$ cat src/rtl/hatch_ctrl_pkg.sv
// Shared definitions for the egg-hatching controller: state encoding,
// display stage codes and the default clock rate.
package hatch_ctrl_pkg;

   typedef enum logic [2:0] {
      ST_IDLE     = 3'd0,
      ST_INCUBATE = 3'd1,
      ST_PAUSE    = 3'd2,
      ST_HATCHED  = 3'd3,
      ST_FAILED   = 3'd4
   } state_t;

   localparam logic [3:0] STAGE_HATCHED = 4'd8;
   localparam logic [3:0] STAGE_FAILED  = 4'd9;
   localparam int         DEFAULT_CLK_HZ = 1000;

endpackage

$ cat src/rtl/sec_prescaler.sv
// One-second prescaler: counts clock cycles and pulses sec_tick for one
// cycle each time the count wraps. Clear wins over enable.
module sec_prescaler
   import hatch_ctrl_pkg::*;
#(
   parameter int CLK_HZ = DEFAULT_CLK_HZ
) (
   input  logic clk,
   input  logic rst_n,
   input  logic en,
   input  logic clr,
   output logic sec_tick
);

   localparam int            CW   = (CLK_HZ > 1) ? $clog2(CLK_HZ) : 1;
   localparam logic [CW-1:0] LAST = CW'(CLK_HZ - 1);

   logic [CW-1:0] cnt;

   // Cycle counter, held at zero while cleared, wrapping at CLK_HZ-1.
   always_ff @(posedge clk or negedge rst_n) begin
      if (!rst_n) begin
         cnt <= '0;
      end else if (clr) begin
         cnt <= '0;
      end else if (en) begin
         cnt <= (cnt == LAST) ? '0 : cnt + 1'b1;
      end
   end

   assign sec_tick = en && !clr && (cnt == LAST);

endmodule

$ cat src/rtl/hatch_ctrl.sv
// Egg-hatching controller: walks an incubation through eight stages while
// the temperature is good, pauses while it is bad, and gives up after too
// many consecutive bad seconds. Drives a stage number for the display.
module hatch_ctrl
   import hatch_ctrl_pkg::*;
#(
   parameter int CLK_HZ    = DEFAULT_CLK_HZ,
   parameter int STAGE_SEC = 3,
   parameter int FAIL_SEC  = 5
) (
   input  logic       clk,
   input  logic       rst_n,
   input  logic       st_sw,
   input  logic       temp_in,
   output logic [3:0] num,
   output logic       st,
   output logic       temp,
   output logic       hatched,
   output logic       failed
);

   localparam int             SCW        = (STAGE_SEC > 1) ? $clog2(STAGE_SEC) : 1;
   localparam int             BCW        = (FAIL_SEC > 1) ? $clog2(FAIL_SEC) : 1;
   localparam logic [SCW-1:0] STAGE_LAST = SCW'(STAGE_SEC - 1);
   localparam logic [BCW-1:0] BAD_LAST   = BCW'(FAIL_SEC - 1);

   logic           st_meta, st_s;
   logic           temp_meta, temp_s;
   logic [1:0]     warm;
   logic           armed, armed_nxt;
   state_t         state, state_nxt;
   logic [3:0]     stage, stage_nxt;
   logic [SCW-1:0] stage_cnt, stage_cnt_nxt;
   logic [BCW-1:0] bad_cnt, bad_cnt_nxt;
   logic           sec_tick;
   logic           presc_en, presc_clr;

   // Two-flop synchronizers for the asynchronous switch and sensor inputs.
   always_ff @(posedge clk or negedge rst_n) begin
      if (!rst_n) begin
         st_meta   <= 1'b0;
         st_s      <= 1'b0;
         temp_meta <= 1'b0;
         temp_s    <= 1'b0;
      end else begin
         st_meta   <= st_sw;
         st_s      <= st_meta;
         temp_meta <= temp_in;
         temp_s    <= temp_meta;
      end
   end

   // Marks when the synchronizer output reflects the real switch, so the
   // reset value of st_s is never mistaken for the switch being off.
   always_ff @(posedge clk or negedge rst_n) begin
      if (!rst_n) begin
         warm <= 2'b00;
      end else begin
         warm <= {warm[0], 1'b1};
      end
   end

   assign presc_en  = (state != ST_IDLE);
   assign presc_clr = (state == ST_IDLE);

   sec_prescaler #(
      .CLK_HZ (CLK_HZ)
   ) u_prescaler (
      .clk      (clk),
      .rst_n    (rst_n),
      .en       (presc_en),
      .clr      (presc_clr),
      .sec_tick (sec_tick)
   );

   // State, stage and second counters; armed remembers a genuine switch-off.
   always_ff @(posedge clk or negedge rst_n) begin
      if (!rst_n) begin
         state     <= ST_IDLE;
         stage     <= '0;
         stage_cnt <= '0;
         bad_cnt   <= '0;
         armed     <= 1'b0;
      end else begin
         state     <= state_nxt;
         stage     <= stage_nxt;
         stage_cnt <= stage_cnt_nxt;
         bad_cnt   <= bad_cnt_nxt;
         armed     <= armed_nxt;
      end
   end

   // Next-state logic; switch-off overrides everything, and a tick in
   // INCUBATE counts as good even when the temperature turns bad that cycle.
   always_comb begin
      state_nxt     = state;
      stage_nxt     = stage;
      stage_cnt_nxt = stage_cnt;
      bad_cnt_nxt   = bad_cnt;
      armed_nxt     = armed;

      if (!st_s) begin
         state_nxt     = ST_IDLE;
         stage_nxt     = '0;
         stage_cnt_nxt = '0;
         bad_cnt_nxt   = '0;
         armed_nxt     = warm[1];
      end else begin
         case (state)
            ST_IDLE: begin
               if (armed) begin
                  state_nxt     = ST_INCUBATE;
                  stage_nxt     = '0;
                  stage_cnt_nxt = '0;
                  bad_cnt_nxt   = '0;
                  armed_nxt     = 1'b0;
               end
            end
            ST_INCUBATE: begin
               if (sec_tick && (stage_cnt == STAGE_LAST) &&
                   (stage == STAGE_HATCHED - 4'd1)) begin
                  stage_cnt_nxt = '0;
                  stage_nxt     = STAGE_HATCHED;
                  state_nxt     = ST_HATCHED;
               end else begin
                  if (sec_tick) begin
                     if (stage_cnt == STAGE_LAST) begin
                        stage_cnt_nxt = '0;
                        stage_nxt     = stage + 4'd1;
                     end else begin
                        stage_cnt_nxt = stage_cnt + 1'b1;
                     end
                  end
                  if (temp_s) begin
                     state_nxt = ST_PAUSE;
                  end
               end
            end
            ST_PAUSE: begin
               if (sec_tick && (bad_cnt == BAD_LAST)) begin
                  state_nxt = ST_FAILED;
               end else if (!temp_s) begin
                  state_nxt   = ST_INCUBATE;
                  bad_cnt_nxt = '0;
               end else if (sec_tick) begin
                  bad_cnt_nxt = bad_cnt + 1'b1;
               end
            end
            ST_HATCHED: begin
               state_nxt = ST_HATCHED;
            end
            ST_FAILED: begin
               state_nxt = ST_FAILED;
            end
            default: begin
               state_nxt = ST_IDLE;
            end
         endcase
      end
   end

   // Registered display and status outputs derived from the current state.
   always_ff @(posedge clk or negedge rst_n) begin
      if (!rst_n) begin
         num     <= '0;
         st      <= 1'b0;
         temp    <= 1'b0;
         hatched <= 1'b0;
         failed  <= 1'b0;
      end else begin
         if (state == ST_FAILED) begin
            num <= STAGE_FAILED;
         end else if (state == ST_IDLE) begin
            num <= '0;
         end else begin
            num <= stage;
         end
         st      <= (state != ST_IDLE);
         temp    <= temp_s;
         hatched <= (state == ST_HATCHED);
         failed  <= (state == ST_FAILED);
      end
   end

endmodule

$ cat config.mk
export PLATFORM = sky130hd
export DESIGN_NAME = hatch_ctrl
export DESIGN_NICKNAME = d
export VERILOG_FILES = /design/src/rtl/hatch_ctrl_pkg.sv /design/src/rtl/sec_prescaler.sv /design/src/rtl/hatch_ctrl.sv
export SDC_FILE = /design/constraint.sdc
export NUM_CORES = 1
export LEC_CHECK = 0
export ABC_AREA = 1
export BUFFER_PORTS_ARGS = -buffer_cell sky130_fd_sc_hd__buf_4
export CAP_MARGIN = 15
export CORE_MARGIN = 1
export CORE_UTILIZATION = 35
export DETAILED_ROUTE_END_ITERATION = 10
export SLEW_MARGIN = 20
export SYNTH_ARGS = -nofsm -noshare
export SYNTH_HDL_FRONTEND = slang
export SYNTH_HIERARCHICAL = 1
export SYNTH_SLANG_ARGS = --single-unit
$ cat constraint.sdc
create_clock -name clk -period 2.4 [get_ports clk]
set_input_delay 0.12 -clock clk [delete_from_list [all_inputs] [get_ports clk]]
set_output_delay 0.12 -clock clk [all_outputs]
set_load 0.05 [all_outputs]
After elaboration in Yosys (flattened, before gate mapping) --
Cells that the tools add are included. W data, S select, Z words.
Operators by class: $add $sub $neg 4, muxes and demuxes 32, reductions and logical operators 13, eq/ne operators 18
Operator list (count):
- $mux W3 | 11
- $mux W10 | 3
- $mux W4 | 7
- $ne A4 B4 Y1 const B | 5
- $pmux W3 S5 | 1
- $add A10 B1 Y10 const B | 1
- $eq A10 B10 Y1 const B | 1
- $mux W2 | 5
- $pmux W4 S2 | 1
- $reduce_and A4 Y1 | 2
- $eq A3 B2 Y1 const B | 2
- $eq A3 B3 Y1 const B | 2
- $ne A3 B1 Y1 const B | 2
- $ne A3 B3 Y1 const B | 2
- $pmux W3 S2 | 1
- $reduce_and A3 Y1 | 2
- $logic_and A1 B1 Y1 | 5
- $add A4 B1 Y4 const B | 1
- $eq A4 B3 Y1 const B | 1
- $pmux W2 S2 | 1
- $add A3 B1 Y3 const B | 1
- $eq A3 B1 Y1 const B | 1
- $logic_not A3 Y1 | 1
- $reduce_bool A3 Y1 | 1
- other kinds (6) | 7
Word-level totals: word-level logic and storage cells 83, output and inout bits 8, input port bits 4, bits in registers 37

Longest topological paths before layout --
depth in word-level cells 9, mapped depth 12, mapped depth without buffers 12

Hierarchy --
Netlist, hierarchy kept.
Modules (own cells, without submodules):
- hatch_ctrl | seq. area each 675.6 µm², times used 1, cells an instance 156, area an instance 1266.2 µm²
- sec_prescaler | seq. area each 250.2 µm², times used 1, cells an instance 91, area an instance 629.4 µm²

Worst setup path after synthesis --
Ideal clock, no wire load.
path kind register -> register, from reg state[0], to reg state[1], path buffers 0, data required time 2.317 ns, slack 0.612 ns, arrival 1.705 ns, stages on the path, launching flop included 13, library setup time 0.083 ns, clock period less this slack 1.788 ns, cells stage by stage dfrtp_1 nor2_4 nand2_4 inv_2 nor2_1 inv_1 nor2_1 nand3_1 nor2_1 nor2_1 inv_1 nand2_1 o21ai_0
Between the ends: elaborated cells on any way between the ends 20, classes of those cells eq/ne (7); mux (4); reduce/logical (9)
RTL lines:
- from (decl) | RTL line hatch_ctrl.sv:31 | state_t state, state_nxt;
- from (signal assigned) | RTL line hatch_ctrl.sv:85 | state <= state_nxt;
- $reduce_bool A3 Y1 * | RTL line hatch_ctrl.sv:63 | assign presc_en = (state != ST_IDLE);
- via presc_en | RTL line hatch_ctrl.sv:36 | logic presc_en, presc_clr;
- $logic_and A1 B1 Y1 * (2 in a row) | RTL line sec_prescaler.sv:31 | assign sec_tick = en && !clr && (cnt == LAST);
- via sec_tick | RTL line hatch_ctrl.sv:35 | logic sec_tick;
- $logic_and A1 B1 Y1 (2 in a row) | RTL line hatch_ctrl.sv:120 | if (sec_tick && (stage_cnt == STAGE_LAST) &&
- $mux W3 | RTL line hatch_ctrl.sv:120
- $pmux W3 S5 | RTL line hatch_ctrl.sv:109 | case (state)
- $mux W3 | RTL line hatch_ctrl.sv:102 | if (!st_s) begin
Mark *: on every way through the listed nets, which the timed path passes. The rest lies on a longest branch. A chain may end at the register's enable or synchronous reset.

Final worst setup path --
Ends and elaborated chain as after synthesis.

==> metrics.log <==
INFO  metric synth_top_area_cell = sky130_fd_sc_hd__dfrtp_1
INFO  metric clkSinkCount = 37
INFO  metric netlist_top_cells_area = sky130_fd_sc_hd__dfrtp_1, sky130_fd_sc_hd__nand2_1, sky130_fd_sc_hd__nand3_1, sky130_fd_sc_hd__inv_1, sky130_fd_sc_hd__nor2_1
INFO  metric setup_total_negative_slack = 0 ps
INFO  metric post-dp-hpwl = 2540 um
INFO  metric post_route_cells_drive_above_1_share = 15.7%
INFO  metric floorplan.core_area = 0.00517 mm2
INFO  metric fill_cells = 551
INFO  metric cell_variety_after_synth = 24
INFO  metric final_cell_mix = sky130_fd_sc_hd__nand2_1, sky130_fd_sc_hd__dfrtp_1, sky130_fd_sc_hd__inv_1
INFO  metric grt_remaining_overflow = 0
INFO  metric synth_nets = 255
INFO  metric die_height = 75.6 um
INFO  metric power.static_leakage = 1.11 nW
INFO  metric most_common_cell_after_layout_fill_and_taps_aside = sky130_fd_sc_hd__nand2_1
INFO  metric core.rowCount = 26
INFO  metric synth_simple_gate_area_share = 37.4%
INFO  metric drv_slew = 0
INFO  metric grt_pass1_wl = 6420 um
INFO  metric dr.first_iter.drc_count = 121
INFO  metric worst-slew-pin-transition = 668 ps
INFO  metric cts.root.buffer_cell = sky130_fd_sc_hd__clkbuf_8
INFO  metric compound_gate_portion_of_the_synthesized_area = 3.23%
INFO  metric initial_core_util = 36.6%
INFO  metric pin_count_of_the_biggest_net_entering_global_routing = 38
INFO  metric route.detailed.vias_per_inst = 4.53
INFO  metric cp.required = 2600 ps
INFO  metric yosys_warnings = 6
INFO  metric main_combinational_cell_family_by_area_after_synthesis = simple AND/OR/NAND/NOR gates
INFO  metric detail_route.drc_violations = 0
INFO  metric clock_path_buffers = 2
INFO  metric mappedNetlistArea = 0.00190 mm2
INFO  metric final.period_utilization = 83.4%
INFO  metric synthXorXnorAreaFrac = 0.924%
INFO  metric antenna_cells_inserted = 0
INFO  metric syn-instance-count = 247
INFO  metric areaGrowthSynthToFinish = 15.6%
INFO  metric cts_made_buffers = 5
INFO  metric min-delay-path-class = in2async
INFO  metric r2r_setup_slk = 400 ps
INFO  metric critPathLaunchType = flop
INFO  metric synthAdderAreaFrac = 2.64%
INFO  metric clock_insertion_delay_at_the_later_pin_of_the_skew_report = 280 ps
INFO  metric critPathMaxFanout = 7
INFO  metric max-vdd-ir-drop = 0.000424 V
INFO  metric routedWlPerCell = 10.2 um
INFO  metric antenna_found_initial = 0
INFO  metric routed-via-count = 1531
INFO  metric clock_edge_transition_at_the_registers_on_the_reported_setup_and_hold_paths = 70 ps
INFO  metric grt.total_usage = 15.2%
INFO  metric cp-end-kind = flop
INFO  metric timing.max_cap.violations = 0
INFO  metric place.port_buffers = 11
INFO  metric synth.yosys.seq_area_share = 48.8%
INFO  metric timing.critical_path.arrival = 2210 ps
INFO  metric post-synth-top-area-fraction = 48.8%
INFO  metric finalClockSkew = 5.18 ps
INFO  metric ant_nets = 0
INFO  metric place_worst_setup_slack = 227 ps
INFO  metric grt_setup_unrepaired = no
INFO  metric finalCriticalPeriod = 2000 ps
INFO  metric post_synth.cell_area_avg = 7.67 um2
INFO  metric hold_violations = 0
INFO  metric timing.hold.ws = 328 ps
INFO  metric number_of_ports_placed_on_the_die_boundary = 12
INFO  metric finish.net_count = 276
INFO  metric timing.slew.headroom = 55.3%
INFO  metric synth.mux.area_fraction = 0%
INFO  metric via_count_of_the_first_global_routing_pass = 1460
INFO  metric detailed_routing_iterations_pass_1 = 4
INFO  metric fin_ws = 400 ps
INFO  metric routed_wl = 3460 um
INFO  metric timing.final.setup_violations = 0
INFO  metric cts.htree.levels = 2
INFO  metric globalplace.congestion = 0.802
INFO  metric die-area = 0.00571 mm2
INFO  metric place_area = 0.00207 mm2
INFO  metric die_x = 75.6 um
INFO  metric ys_ff_latch = 37
INFO  metric tritoncts = done
INFO  metric run_status = finished, final reports clean
INFO  metric path_class = reg2reg
INFO  metric finalPower = 1.82 mW
INFO  metric postLayoutCellArea = 0.00219 mm2
INFO  metric r2r.worst_path.cells = 12
INFO  metric max_clock_freq = 500 MHz
INFO  metric powerDensity = 832 mW/mm2
==> routing by layer <==
metal	up-vias	global-route usage [%]	share of wire, %	routed length (um)
met1	683	21.7	53	1840
met3	6	3.57	3.6	124
met4	0	6.79	2.1	72
li1	814	-	-	-
met2	28	21.7	41	1420
met5	-	0	0	0
==> power breakdown <==
part           total [mW]  switching [mW]  internal, mW
Combinational       0.609           0.430         0.179
Clock               0.428           0.201         0.228
Sequential          0.787          0.0840         0.703
==> Yosys cell counts <==
library cell / count
sky130_fd_sc_hd__nor4_1: 2
sky130_fd_sc_hd__a21o_1: 1
sky130_fd_sc_hd__nand4_1: 3
sky130_fd_sc_hd__nor2_1: 29
sky130_fd_sc_hd__xor2_1: 2
sky130_fd_sc_hd__nand3_2: 1
sky130_fd_sc_hd__nand3b_1: 1
sky130_fd_sc_hd__nor3_2: 1
sky130_fd_sc_hd__buf_2: 1
sky130_fd_sc_hd__o21ai_0: 5
sky130_fd_sc_hd__ha_1: 4
sky130_fd_sc_hd__nor2_2: 4
sky130_fd_sc_hd__nand2_2: 6
sky130_fd_sc_hd__inv_1: 29
sky130_fd_sc_hd__nand2_1: 77
sky130_fd_sc_hd__a21oi_1: 4
sky130_fd_sc_hd__nor2_4: 2
sky130_fd_sc_hd__o21ai_2: 1
sky130_fd_sc_hd__conb_1: 1
sky130_fd_sc_hd__nand3_1: 27
sky130_fd_sc_hd__nor3_1: 4
sky130_fd_sc_hd__inv_2: 4
sky130_fd_sc_hd__nand2_4: 1
sky130_fd_sc_hd__dfrtp_1: 37
==> sequential cells by signal, summed over array words and instances (netlist names) <==
register / cells
u_prescaler/cnt: 10
num: 4
stage: 4
bad_cnt: 3
state: 3
stage_cnt: 2
warm: 2
armed: 1
failed: 1
hatched: 1
st: 1
st_meta: 1
st_s: 1
temp: 1
temp_meta: 1
temp_s: 1
==> per-stage QoR <==
step                      utilization (%)  std cells
after floorplan                         -        247
after global placement               40.0        328
after detailed placement             40.0        328
after CTS                            42.2        338
after global routing                 42.4        338
final                                42.4        338
==> final timing paths <==
path / start / endpoint
max reg2reg: state[0] / state[1]
min in group clk: temp_meta / temp_s
min: rst_n / u_prescaler/cnt[7]
min reg2reg: temp_meta / temp_s
max: state[0] / state[1]
max in group asynchronous: rst_n / state[1]
==> what timing repair did <==
item | in CTS | in global routing
setup buffers | 0 | 0
setup endpoints to repair | 0 | 2
hold buffers | 3 | 0
hold endpoints to repair | 39 | 0
resized for setup | 0 | 4
==> worst max-delay path, cell delays in order (launching register included) <==
cell	delay [ps]
sky130_fd_sc_hd__dfrtp_1	490
sky130_fd_sc_hd__nor2_4	100
sky130_fd_sc_hd__nand2_4	100
sky130_fd_sc_hd__inv_2	70
sky130_fd_sc_hd__nor2_1	210
sky130_fd_sc_hd__inv_1	80
sky130_fd_sc_hd__nor2_2	190
sky130_fd_sc_hd__nand3_1	160
sky130_fd_sc_hd__nor2_2	190
sky130_fd_sc_hd__nor2_1	80
sky130_fd_sc_hd__inv_1	70
sky130_fd_sc_hd__nand2_1	40
sky130_fd_sc_hd__o21ai_0	130
==> cell type report <==
cell class | instances | area [um2] | area share [%]
sequential | 37 | 928 | 42.4
clock buffer | 7 | 86.3 | 3.94
timing repair buffer | 15 | 120 | 5.48
multi-input combinational | 176 | 846 | 38.6
tap | 70 | 87.6 | 4.00
inverter | 33 | 124 | 5.65
==> kinds of logic after synthesis <==
| family | Yosys count |
|---|---|
| AOI/OAI and AO/OA | 11 |
| xor gates and xnor gates | 2 |
| adders and majority gates | 4 |
| buffers and inverters | 34 |
| DFF | 37 |
| other | 1 |
| and+or+nand+nor | 158 |
No activity file was read; power rests on OpenSTA's default activity.
